[src/rtl/fir_output_requantizer.sv]
// ============================================================================
// fir_output_requantizer
//
// Purpose:
//   Takes the wide signed accumulator output of a FIR filter, optionally
//   decimates it, rounds away SHIFT fractional bits (round-half-up), clamps the
//   result to a signed OUT_WIDTH sample and buffers it in a small show-ahead
//   FIFO for a downstream consumer with valid/ready flow control.
//
//   Pipeline:
//     din_valid (cycle N) -> stage 1 rounding register (N+1)
//                         -> stage 2 saturation register (N+2, FIFO write)
//                         -> FIFO head visible on dout (N+3 when idle)
//
// Parameters:
//   IN_WIDTH    signed width of the incoming accumulator sample
//   OUT_WIDTH   signed width of the requantized output sample
//   SHIFT       number of fractional bits removed (>= 1)
//   DECIM       decimation factor, 1..64 (1 keeps every sample)
//   FIFO_DEPTH  output FIFO depth, power of two >= 2
//
// Ports:
//   clk         single clock, rising edge
//   rst_n       synchronous active-low reset
//   din         signed wide sample
//   din_valid   din qualifier; upstream cannot be stalled
//   dout        signed FIFO head sample (0 while the FIFO is empty)
//   dout_valid  high whenever the FIFO holds at least one sample
//   dout_ready  downstream accept; transfer when dout_valid && dout_ready
//   clr_flags   clears sat_flag, drop_flag and drop_count
//   sat_flag    sticky: a sample was clamped
//   drop_flag   sticky: a sample was discarded because the FIFO was full
//   drop_count  number of discarded samples, saturating at 65535
// ============================================================================
module fir_output_requantizer #(
    parameter int IN_WIDTH   = 39,
    parameter int OUT_WIDTH  = 16,
    parameter int SHIFT      = 15,
    parameter int DECIM      = 1,
    parameter int FIFO_DEPTH = 8
) (
    input  logic                 clk,
    input  logic                 rst_n,
    input  logic [IN_WIDTH-1:0]  din,
    input  logic                 din_valid,
    output logic [OUT_WIDTH-1:0] dout,
    output logic                 dout_valid,
    input  logic                 dout_ready,
    input  logic                 clr_flags,
    output logic                 sat_flag,
    output logic                 drop_flag,
    output logic [15:0]          drop_count
);

    // ------------------------------------------------------------------------
    // Local parameters
    // ------------------------------------------------------------------------
    localparam int PHASE_W = (DECIM > 1) ? $clog2(DECIM) : 1;
    localparam int AW      = $clog2(FIFO_DEPTH);
    // One guard bit above the input so the rounding add can never wrap.
    localparam int RW      = IN_WIDTH + 1;

    localparam logic [PHASE_W-1:0] PHASE_LAST = PHASE_W'(DECIM - 1);

    // Rounding constant 2^(SHIFT-1) at the guarded width.
    localparam logic signed [RW-1:0] HALF = RW'(1) << (SHIFT - 1);

    // Output range limits, sign-extended to the guarded width for comparison.
    localparam logic signed [RW-1:0] MAX_R =
        {{(RW - OUT_WIDTH + 1){1'b0}}, {(OUT_WIDTH - 1){1'b1}}};
    localparam logic signed [RW-1:0] MIN_R =
        {{(RW - OUT_WIDTH + 1){1'b1}}, {(OUT_WIDTH - 1){1'b0}}};

    localparam logic [OUT_WIDTH-1:0] MAX_OUT = {1'b0, {(OUT_WIDTH - 1){1'b1}}};
    localparam logic [OUT_WIDTH-1:0] MIN_OUT = {1'b1, {(OUT_WIDTH - 1){1'b0}}};

    localparam logic [AW:0] FULL_COUNT = (AW + 1)'(FIFO_DEPTH);

    // ------------------------------------------------------------------------
    // Decimation phase counter
    // ------------------------------------------------------------------------
    logic [PHASE_W-1:0] phase_q;
    logic [PHASE_W-1:0] phase_d;
    logic               keep;

    always_comb begin
        phase_d = phase_q;
        if (din_valid) begin
            if (phase_q == PHASE_LAST) begin
                phase_d = '0;
            end else begin
                phase_d = phase_q + PHASE_W'(1);
            end
        end
    end

    // With DECIM=1 PHASE_LAST is 0, so the phase never leaves 0.
    assign keep = din_valid && (phase_q == '0);

    always_ff @(posedge clk) begin
        if (!rst_n) begin
            phase_q <= '0;
        end else begin
            phase_q <= phase_d;
        end
    end

    // ------------------------------------------------------------------------
    // Stage 1: round-half-up and arithmetic shift
    // ------------------------------------------------------------------------
    logic signed [RW-1:0] din_ext;
    logic signed [RW-1:0] rnd_sum;
    logic signed [RW-1:0] rnd_shift;
    logic                 s1_valid_q;
    logic signed [RW-1:0] s1_r_q;

    assign din_ext   = {din[IN_WIDTH-1], din};
    assign rnd_sum   = din_ext + HALF;
    assign rnd_shift = rnd_sum >>> SHIFT;

    always_ff @(posedge clk) begin
        if (!rst_n) begin
            s1_valid_q <= 1'b0;
            s1_r_q     <= '0;
        end else begin
            s1_valid_q <= keep;
            if (keep) begin
                s1_r_q <= rnd_shift;
            end
        end
    end

    // ------------------------------------------------------------------------
    // Stage 2: clamp to the output range
    // ------------------------------------------------------------------------
    logic                 sat_hi;
    logic                 sat_lo;
    logic                 sat_event;
    logic [OUT_WIDTH-1:0] s2_data_d;
    logic                 s2_valid_q;
    logic [OUT_WIDTH-1:0] s2_data_q;

    assign sat_hi    = (s1_r_q > MAX_R);
    assign sat_lo    = (s1_r_q < MIN_R);
    assign sat_event = s1_valid_q && (sat_hi || sat_lo);

    always_comb begin
        s2_data_d = s1_r_q[OUT_WIDTH-1:0];
        if (sat_hi) begin
            s2_data_d = MAX_OUT;
        end else if (sat_lo) begin
            s2_data_d = MIN_OUT;
        end
    end

    always_ff @(posedge clk) begin
        if (!rst_n) begin
            s2_valid_q <= 1'b0;
            s2_data_q  <= '0;
        end else begin
            s2_valid_q <= s1_valid_q;
            if (s1_valid_q) begin
                s2_data_q <= s2_data_d;
            end
        end
    end

    // ------------------------------------------------------------------------
    // Show-ahead output FIFO
    //   Occupancy counter is one bit wider than the pointers so that full and
    //   empty are distinguishable. A write into a full FIFO succeeds only when
    //   a read frees a slot in the same cycle; otherwise the sample is dropped.
    // ------------------------------------------------------------------------
    logic [OUT_WIDTH-1:0] mem_q [FIFO_DEPTH];
    logic [AW-1:0]        wr_ptr_q;
    logic [AW-1:0]        wr_ptr_d;
    logic [AW-1:0]        rd_ptr_q;
    logic [AW-1:0]        rd_ptr_d;
    logic [AW:0]          count_q;
    logic [AW:0]          count_d;
    logic                 fifo_empty;
    logic                 fifo_full;
    logic                 rd_en;
    logic                 wr_en;
    logic                 drop_event;

    assign fifo_empty = (count_q == '0);
    assign fifo_full  = (count_q == FULL_COUNT);
    // A read needs a valid head, so with an empty FIFO only the write happens.
    assign rd_en      = !fifo_empty && dout_ready;
    assign wr_en      = s2_valid_q && (!fifo_full || rd_en);
    assign drop_event = s2_valid_q && fifo_full && !rd_en;

    always_comb begin
        wr_ptr_d = wr_ptr_q;
        rd_ptr_d = rd_ptr_q;
        count_d  = count_q;
        if (wr_en) begin
            wr_ptr_d = wr_ptr_q + AW'(1);
        end
        if (rd_en) begin
            rd_ptr_d = rd_ptr_q + AW'(1);
        end
        case ({wr_en, rd_en})
            2'b10:   count_d = count_q + (AW + 1)'(1);
            2'b01:   count_d = count_q - (AW + 1)'(1);
            default: count_d = count_q;
        endcase
    end

    always_ff @(posedge clk) begin
        if (!rst_n) begin
            wr_ptr_q <= '0;
            rd_ptr_q <= '0;
            count_q  <= '0;
        end else begin
            wr_ptr_q <= wr_ptr_d;
            rd_ptr_q <= rd_ptr_d;
            count_q  <= count_d;
        end
    end

    // Storage is not reset; stale contents are never visible because dout is
    // forced to zero while the FIFO is empty.
    always_ff @(posedge clk) begin
        if (wr_en) begin
            mem_q[wr_ptr_q] <= s2_data_q;
        end
    end

    assign dout_valid = !fifo_empty;
    assign dout       = fifo_empty ? '0 : mem_q[rd_ptr_q];

    // ------------------------------------------------------------------------
    // Sticky status flags and drop counter
    //   A new event in the same cycle as clr_flags wins: the flag stays set
    //   and the counter restarts at 1.
    // ------------------------------------------------------------------------
    logic        sat_flag_q;
    logic        sat_flag_d;
    logic        drop_flag_q;
    logic        drop_flag_d;
    logic [15:0] drop_count_q;
    logic [15:0] drop_count_d;

    always_comb begin
        sat_flag_d   = sat_flag_q;
        drop_flag_d  = drop_flag_q;
        drop_count_d = drop_count_q;

        if (sat_event) begin
            sat_flag_d = 1'b1;
        end else if (clr_flags) begin
            sat_flag_d = 1'b0;
        end

        if (drop_event) begin
            drop_flag_d = 1'b1;
            if (clr_flags) begin
                drop_count_d = 16'd1;
            end else if (drop_count_q != 16'hFFFF) begin
                drop_count_d = drop_count_q + 16'd1;
            end
        end else if (clr_flags) begin
            drop_flag_d  = 1'b0;
            drop_count_d = 16'd0;
        end
    end

    always_ff @(posedge clk) begin
        if (!rst_n) begin
            sat_flag_q   <= 1'b0;
            drop_flag_q  <= 1'b0;
            drop_count_q <= 16'd0;
        end else begin
            sat_flag_q   <= sat_flag_d;
            drop_flag_q  <= drop_flag_d;
            drop_count_q <= drop_count_d;
        end
    end

    assign sat_flag   = sat_flag_q;
    assign drop_flag  = drop_flag_q;
    assign drop_count = drop_count_q;

endmodule

[config.mk]
export PLATFORM = sky130hd
export DESIGN_NAME = fir_output_requantizer
export DESIGN_NICKNAME = d
export VERILOG_FILES = /design/src/rtl/fir_output_requantizer.sv
export SDC_FILE = /design/constraint.sdc
export NUM_CORES = 1
export LEC_CHECK = 0
export ABC_AREA = 0
export BUFFER_PORTS_ARGS = -buffer_cell sky130_fd_sc_hd__buf_2
export CORE_MARGIN = 2
export CORE_UTILIZATION = 42
export CTS_CLUSTER_SIZE = 24
export DETAILED_ROUTE_END_ITERATION = 6
export GPL_TIMING_DRIVEN = 0
export PLACE_DENSITY_LB_ADDON = 0.08
export SLEW_MARGIN = 30
export SYNTH_ARGS = -nofsm -noshare
export SYNTH_HDL_FRONTEND = slang
export SYNTH_SLANG_ARGS = --single-unit
[constraint.sdc]
create_clock -name clk -period 2.4 [get_ports clk]
set_input_delay 0.12 -clock clk [delete_from_list [all_inputs] [get_ports clk]]
set_output_delay 0.12 -clock clk [all_outputs]
set_load 0.01 [all_outputs]
# [After elaboration in Yosys (flattened, before gate mapping)]
# Memories as Yosys holds them, arrays and structs flattened. A register that Yosys moved wholly into a read port is not among the register bits.
# Cells that the tools add are included.
[word_totals] reg_bits=72 ram_bits=128 n_memories=1 output_inout_bits=35
[classes] muxes=16 eq_ne=4 reduce_logical=17 n_bitwise=1 add_sub_neg=7 n_lt_le_gt_ge=2
[memory_table] memory="mem_q" depth=8 width=16 read_ports=1 rd_ports_with_merged_regs=1 wr=1 line_no="174" source="logic [OUT_WIDTH-1:0] mem_q [FIFO_DEPTH];"
[op_table] operator="16-bit two-way mux" count=7
[op_table] operator="39-bit by 16-bit adder with 40-bit output (second input constant)" count=1
[op_table] operator="25-bit by 16-bit greater-than comparator with 1-bit output (second input constant)" count=1
[op_table] operator="25-bit by 16-bit less-than comparator with 1-bit output (second input constant)" count=1
[op_table] operator="16-bit by 1-bit adder with 16-bit output (second input constant)" count=1
[op_table] operator="16-bit inequality test (second input constant)" count=1
[op_table] operator="4-bit one-hot mux with 2 select lines" count=1
[op_table] operator="2-bit nonzero test" count=4
[op_table] operator="3-bit by 1-bit adder with 3-bit output (second input constant)" count=2
[op_table] operator="1-bit logical AND" count=6
[op_table] operator="1-bit two-way mux" count=6
[op_table] operator="3-bit two-way mux" count=2
[op_table] operator="4-bit by 1-bit adder with 4-bit output (second input constant)" count=1
[op_table] operator="4-bit equality test (second input constant)" count=1
[op_table] operator="4-bit logical NOT" count=1
[op_table] operator="4-bit by 1-bit subtractor with 4-bit output (second input constant)" count=1
[op_table] operator="1-bit logical NOT" count=3
[op_table] operator="2-bit by 1-bit equality test with 1-bit output (second input constant)" count=1
[op_table] operator="2-bit equality test (second input constant)" count=1
[op_table] operator="1-bit logical OR" count=2
[op_table] operator="2-bit AND reduction" count=1
[op_table] operator="1-bit adder (second input constant)" count=1
[op_table] operator="1-bit NOT" count=1

# [Longest topological paths before layout]
[logic_depth] depth_word=7 depth_mapped=10 ltp_nobuf=10

# [Worst setup path before layout]
# No wires, ideal clock.
[synth_timing] path_kind="register to register" start="register count_q[0]" end="memory mem_q[0][0] (enable)" stages_incl_launch_ff=5 path_buffers=0 t_arrival_ns=2.085 setup_slack_ns=-0.094 path_cell_list="dfxtp_1 > nor3_2 > a21boi_1 > nand2b_1 > nor3_1"
[synth_via] elab_chain_cells=7
[synth_rtl] element="start: declaration" line_no="179" source="logic [AW:0] count_q;"
[synth_rtl] element="start signal: assignment" line_no="219" source="count_q <= count_d;"
[synth_rtl] element="4-bit logical NOT" line_no="187" source="assign fifo_empty = (count_q == '0);"
[synth_rtl] element="1-bit logical NOT" line_no="190" source="assign rd_en = !fifo_empty && dout_ready;"
[synth_rtl] element="1-bit logical AND" line_no="190"
[synth_rtl] element="1-bit logical OR (*)" line_no="191" source="assign wr_en = s2_valid_q && (!fifo_full || rd_en);"
[synth_rtl] element="1-bit logical AND (*)" line_no="191"
[synth_rtl] element="1-bit two-way mux (*)" line_no="226" source="if (wr_en) begin"
[synth_rtl] element="1-bit two-way mux (not written as such) (*)" line_no="227" source="mem_q[wr_ptr_q] <= s2_data_q;"
[synth_rtl] element="end: declaration" line_no="174"
# Mark *: on every way between the ends. The rest lies on a longest branch, timed or not.

# [Worst setup path after layout]
[layout_timing] start="register count_q[2]" end="register count_q[3]"
[layout_via] elab_chain_cells=7
[layout_rtl] element="4-bit logical NOT (*)" line_no="187"
[layout_rtl] element="1-bit logical NOT (*)" line_no="190"
[layout_rtl] element="1-bit logical AND (*)" line_no="190"
[layout_rtl] element="via rd_en" line_no="183" source="logic rd_en;"
[layout_rtl] element="1-bit logical OR" line_no="191"
[layout_rtl] element="1-bit logical AND" line_no="191"
[layout_rtl] element="2-bit by 1-bit equality test with 1-bit output / 2-bit equality test (equally long branches)" line_no="204" source="case ({wr_en, rd_en})"
[layout_rtl] element="4-bit one-hot mux with 2 select lines / 2-bit nonzero test (equally long branches)"
# The timed path passes the listed nets; every way through them passes the cells marked *.
# A chain may end at the register's enable or synchronous reset.

==> run summary <==
Status -> completed
Delay-heaviest family, CP -> simple AND/OR/NAND/NOR gates
GPL Wtd Cong -> 0.877
IO buf count -> 64
Min Hold Slack -> 0.0340 ns
Max incr delay on CP -> 0.36 ns
Grt ovf -> 0
Yosys warns -> 0
Avg WL per Cell -> 18.1 µm
Slew at the pin closest to its max-slew limit -> 0.769 ns
CTS clk-pin slew, worst paths -> 0.06 ns
Final Cycle Share -> 0.941
Pin count of the biggest net entering global routing -> 17
Clock sinks -> 202
Post-synth EDFFs -> 128
CP startpoint kind -> flop
Max Cap Viol -> 0
Filler cell count -> 1696
Final core utilization -> 0.519
Synth cell types -> 52
Syn Nets -> 665
Vias/cell -> 5.26
Share of layout cells above drive strength 1 -> 0.231
Die width -> 145 µm
Antenna violations before repair -> 0
Hold Vio Cnt, Final -> 0
CTS Buffer Depth -> 3
Vias -> 5295
Worst setup EP type -> flop
Final HPWL DP -> 12000 µm
Lkg Pwr -> 0.00348 µW
CTS tree -> done
Sequential share of the synthesized area -> 0.638
CP most frequent cell -> ha_1
Critical Path Slowest Stage Cell -> dfxtp_2
PwrDens -> 874 nW/µm²
NumNets Final -> 776
Post-route antenna net violation count -> 0
Setup Viol. Count Final -> 0
DRT Pass-1 Iters -> 4
Synthesis-to-layout area growth -> 21.0%
Vias in the first global route -> 5501
Post-synth ARST share -> 0
Fmax -> 443 MHz
CP Max Fanout -> 4
Bufs and invs on worst path -> 0
Yosys reg bits -> 202
Post-Route WL -> 18200 µm
WP data required -> 2.83 ns
Initial DRC count -> 228
First-pass GRT wire length -> 29400 µm
Avg Cell Area, Syn -> 13.6 µm²
Crit-path cells -> nor4_4 -> nor2b_2 -> ha_1 -> ha_1 -> a21o_1 -> a21oi_1 -> xnor2_1 -> or3_1 -> a21boi_1
Die Span Y -> 145 µm
# IOs -> 79
H-tree depth -> 1
Post-Synthesis Cells -> 613
Worst Setup Path Type -> reg2reg
Worst vdd ir -> 0.000539 V
DRC Markers -> 0
Register Area -> 5330 µm²
Skew final -> 0.0164 ns
Max-slew headroom -> 0.483
RSZ-0062 raised after global routing -> yes
# rows -> 51
Die Area -> 21000 µm²
Post-synth top flop -> edfxtp_1
Core footprint -> 19500 µm²
Tmin final -> 2.26 ns
Hold WC Path Type -> in2reg
Gr usage total -> 0.176
Worst skew pair latency -> 0.51 ns
Slew Limit Fails -> 0
Num CTS Buffers -> 23
Multi-input logic area -> 2970 µm²
Initial Utilization -> 0.429
Cell Area, Synth -> 8350 µm²
Diodes inserted -> 0
CP arrival -> 2.69 ns
CTS root buf -> clkbuf_16
per-layer routing:
layer	vias to the layer above	wire, µm	GRT usage
met5	-	0	0
met4	0	262	0.0411
met3	21	653	0.0242
met2	109	8970	0.307
met1	2622	8330	0.235
li1	2543	-	-
stage by stage:
| stage | instance area (µm²) | cells | setup TNS (ns) | total power [µW] | worst slack (ns) |
|---|---|---|---|---|---|
| 4_1_cts | 10100 | 1005 | 0 | 8930 | 0.0261 |
| 5_1_grt | 10100 | 1006 | -0.0252 | 9220 | -0.0173 |
| 6_report | 10100 | 1006 | 0 | 8830 | 0.142 |
| 3_3_place_gp | 9010 | 942 | -59.96 | 5390 | -0.528 |
| 3_5_place_dp | 9090 | 944 | -0.449 | 5430 | -0.405 |
| 2_1_floorplan | 8360 | 613 | 0 | 4950 | 0.0614 |
state kept, by name, indices dropped and copies added, names as in the netlist, named ones only:
register / count
count_q: 4
drop_count: 16
drop_flag: 1
mem_q: 128
rd_ptr_q: 3
s1_r_q: 25
s1_valid_q: 1
s2_data_q: 16
s2_valid_q: 1
sat_flag: 1
wr_ptr_q: 3
synth_stat cells, types with 2 or more instances:
cell / count / share of area
nor3_2: 4 / 0.0048
nor3_1: 8 / 0.0048
a21boi_1: 2 / 0.0018
o211a_1: 5 / 0.0060
nand2_1: 28 / 0.013
mux2i_1: 20 / 0.024
nand2b_1: 5 / 0.0037
and4_1: 3 / 0.0031
or3_1: 2 / 0.0015
o21ai_0: 27 / 0.016
a21oi_1: 39 / 0.023
o31ai_1: 2 / 0.0018
nor4_1: 4 / 0.0030
or4_1: 3 / 0.0027
clkbuf_1: 24 / 0.011
and2_1: 6 / 0.0045
a31oi_1: 2 / 0.0015
and3_1: 6 / 0.0045
nand4_1: 10 / 0.0075
inv_1: 11 / 0.0049
mux4_2: 32 / 0.086
a31o_2: 2 / 0.0021
buf_2: 3 / 0.0018
nor4_2: 2 / 0.0030
xnor2_1: 22 / 0.023
nor4b_1: 3 / 0.0031
nor2_1: 52 / 0.023
nor2b_1: 9 / 0.0067
edfxtp_1: 128 / 0.46
dfxtp_1: 74 / 0.18
a21boi_0: 3 / 0.0027
o21ai_1: 11 / 0.0066
xor2_1: 14 / 0.015
nand3_1: 23 / 0.014
ha_1: 7 / 0.010
worst min-delay path, delay by kind of cell:
family / cells / cell delay, ns
compound gates: 1 / 0.13
xor+xnor: 1 / 0.07
buf+inv: 1 / 0.12
simple gates: 1 / 0.06
final timing paths:
kind | startpoint | to | slack (ns) | cells after the start
hold / removal | din[18] | s1_r_q[3] | 0.03 | 4
setup reg to reg | count_q[2] | count_q[3] | 0.14 | 9
hold reg to reg | drop_flag | drop_flag | 0.49 | 2
setup / recovery | count_q[2] | count_q[3] | 0.14 | 9
cells in the final DEF, fill, tap and decap left out, types with 7 or more instances in the layout:
cell / instances
mux2i_1: 19
clkbuf_1: 24
dfxtp_1: 70
clkbuf_16: 23
o21ai_0: 27
nor2_1: 46
mux4_2: 32
edfxtp_1: 128
nand3_1: 23
buf_2: 65
inv_1: 11
nor2b_1: 7
a21oi_1: 39
dlygate4sd3_1: 20
xor2_1: 14
xnor2_1: 22
nand2_1: 28
o21ai_1: 11
ha_1: 7
nand4_1: 10
cells by family (layout without fill, tap and decap cells):
family | count (synthesis) | count (layout) | synth area share
AO/OA/AOI/OAI | 100 | 100 | 0.0689
XOR/XNOR | 36 | 36 | 0.0378
adder cells (fa/ha/maj) | 8 | 8 | 0.0129
buffers and inverters | 39 | 167 | 0.0180
flip-flops | 202 | 202 | 0.638
multiplexers | 52 | 52 | 0.110
AND/OR/NAND/NOR | 176 | 176 | 0.114
timing repair:
item | CTS | global route
pin swaps | 1 | 2
hold buffers | 20 | 0
endpoints found under the setup margin | 26 | 2
resized for setup | 15 | 7
setup buffers | 1 | 1
gates cloned | 0 | 0
endpoints found under the hold margin | 22 | 0
power by group:
part           total, µW  internal (µW)  switching (µW)
Sequential          3950           3810             139
Clock               3390           2060            1330
Combinational       1480            728             756
area by class of cell:
| type | count | area share |
|---|---|---|
| Buffer | 26 | 0.0126 |
| Clock buffer | 34 | 0.0670 |
| Clock inverter | 8 | 0.00718 |
| Inverter | 11 | 0.00409 |
| Multi-Input combinational cell | 372 | 0.293 |
| Sequential cell | 202 | 0.528 |
| Tap cell | 265 | 0.0328 |
| Timing Repair Buffer | 88 | 0.0552 |
Note: power is estimated with default switching activity, not from simulation.
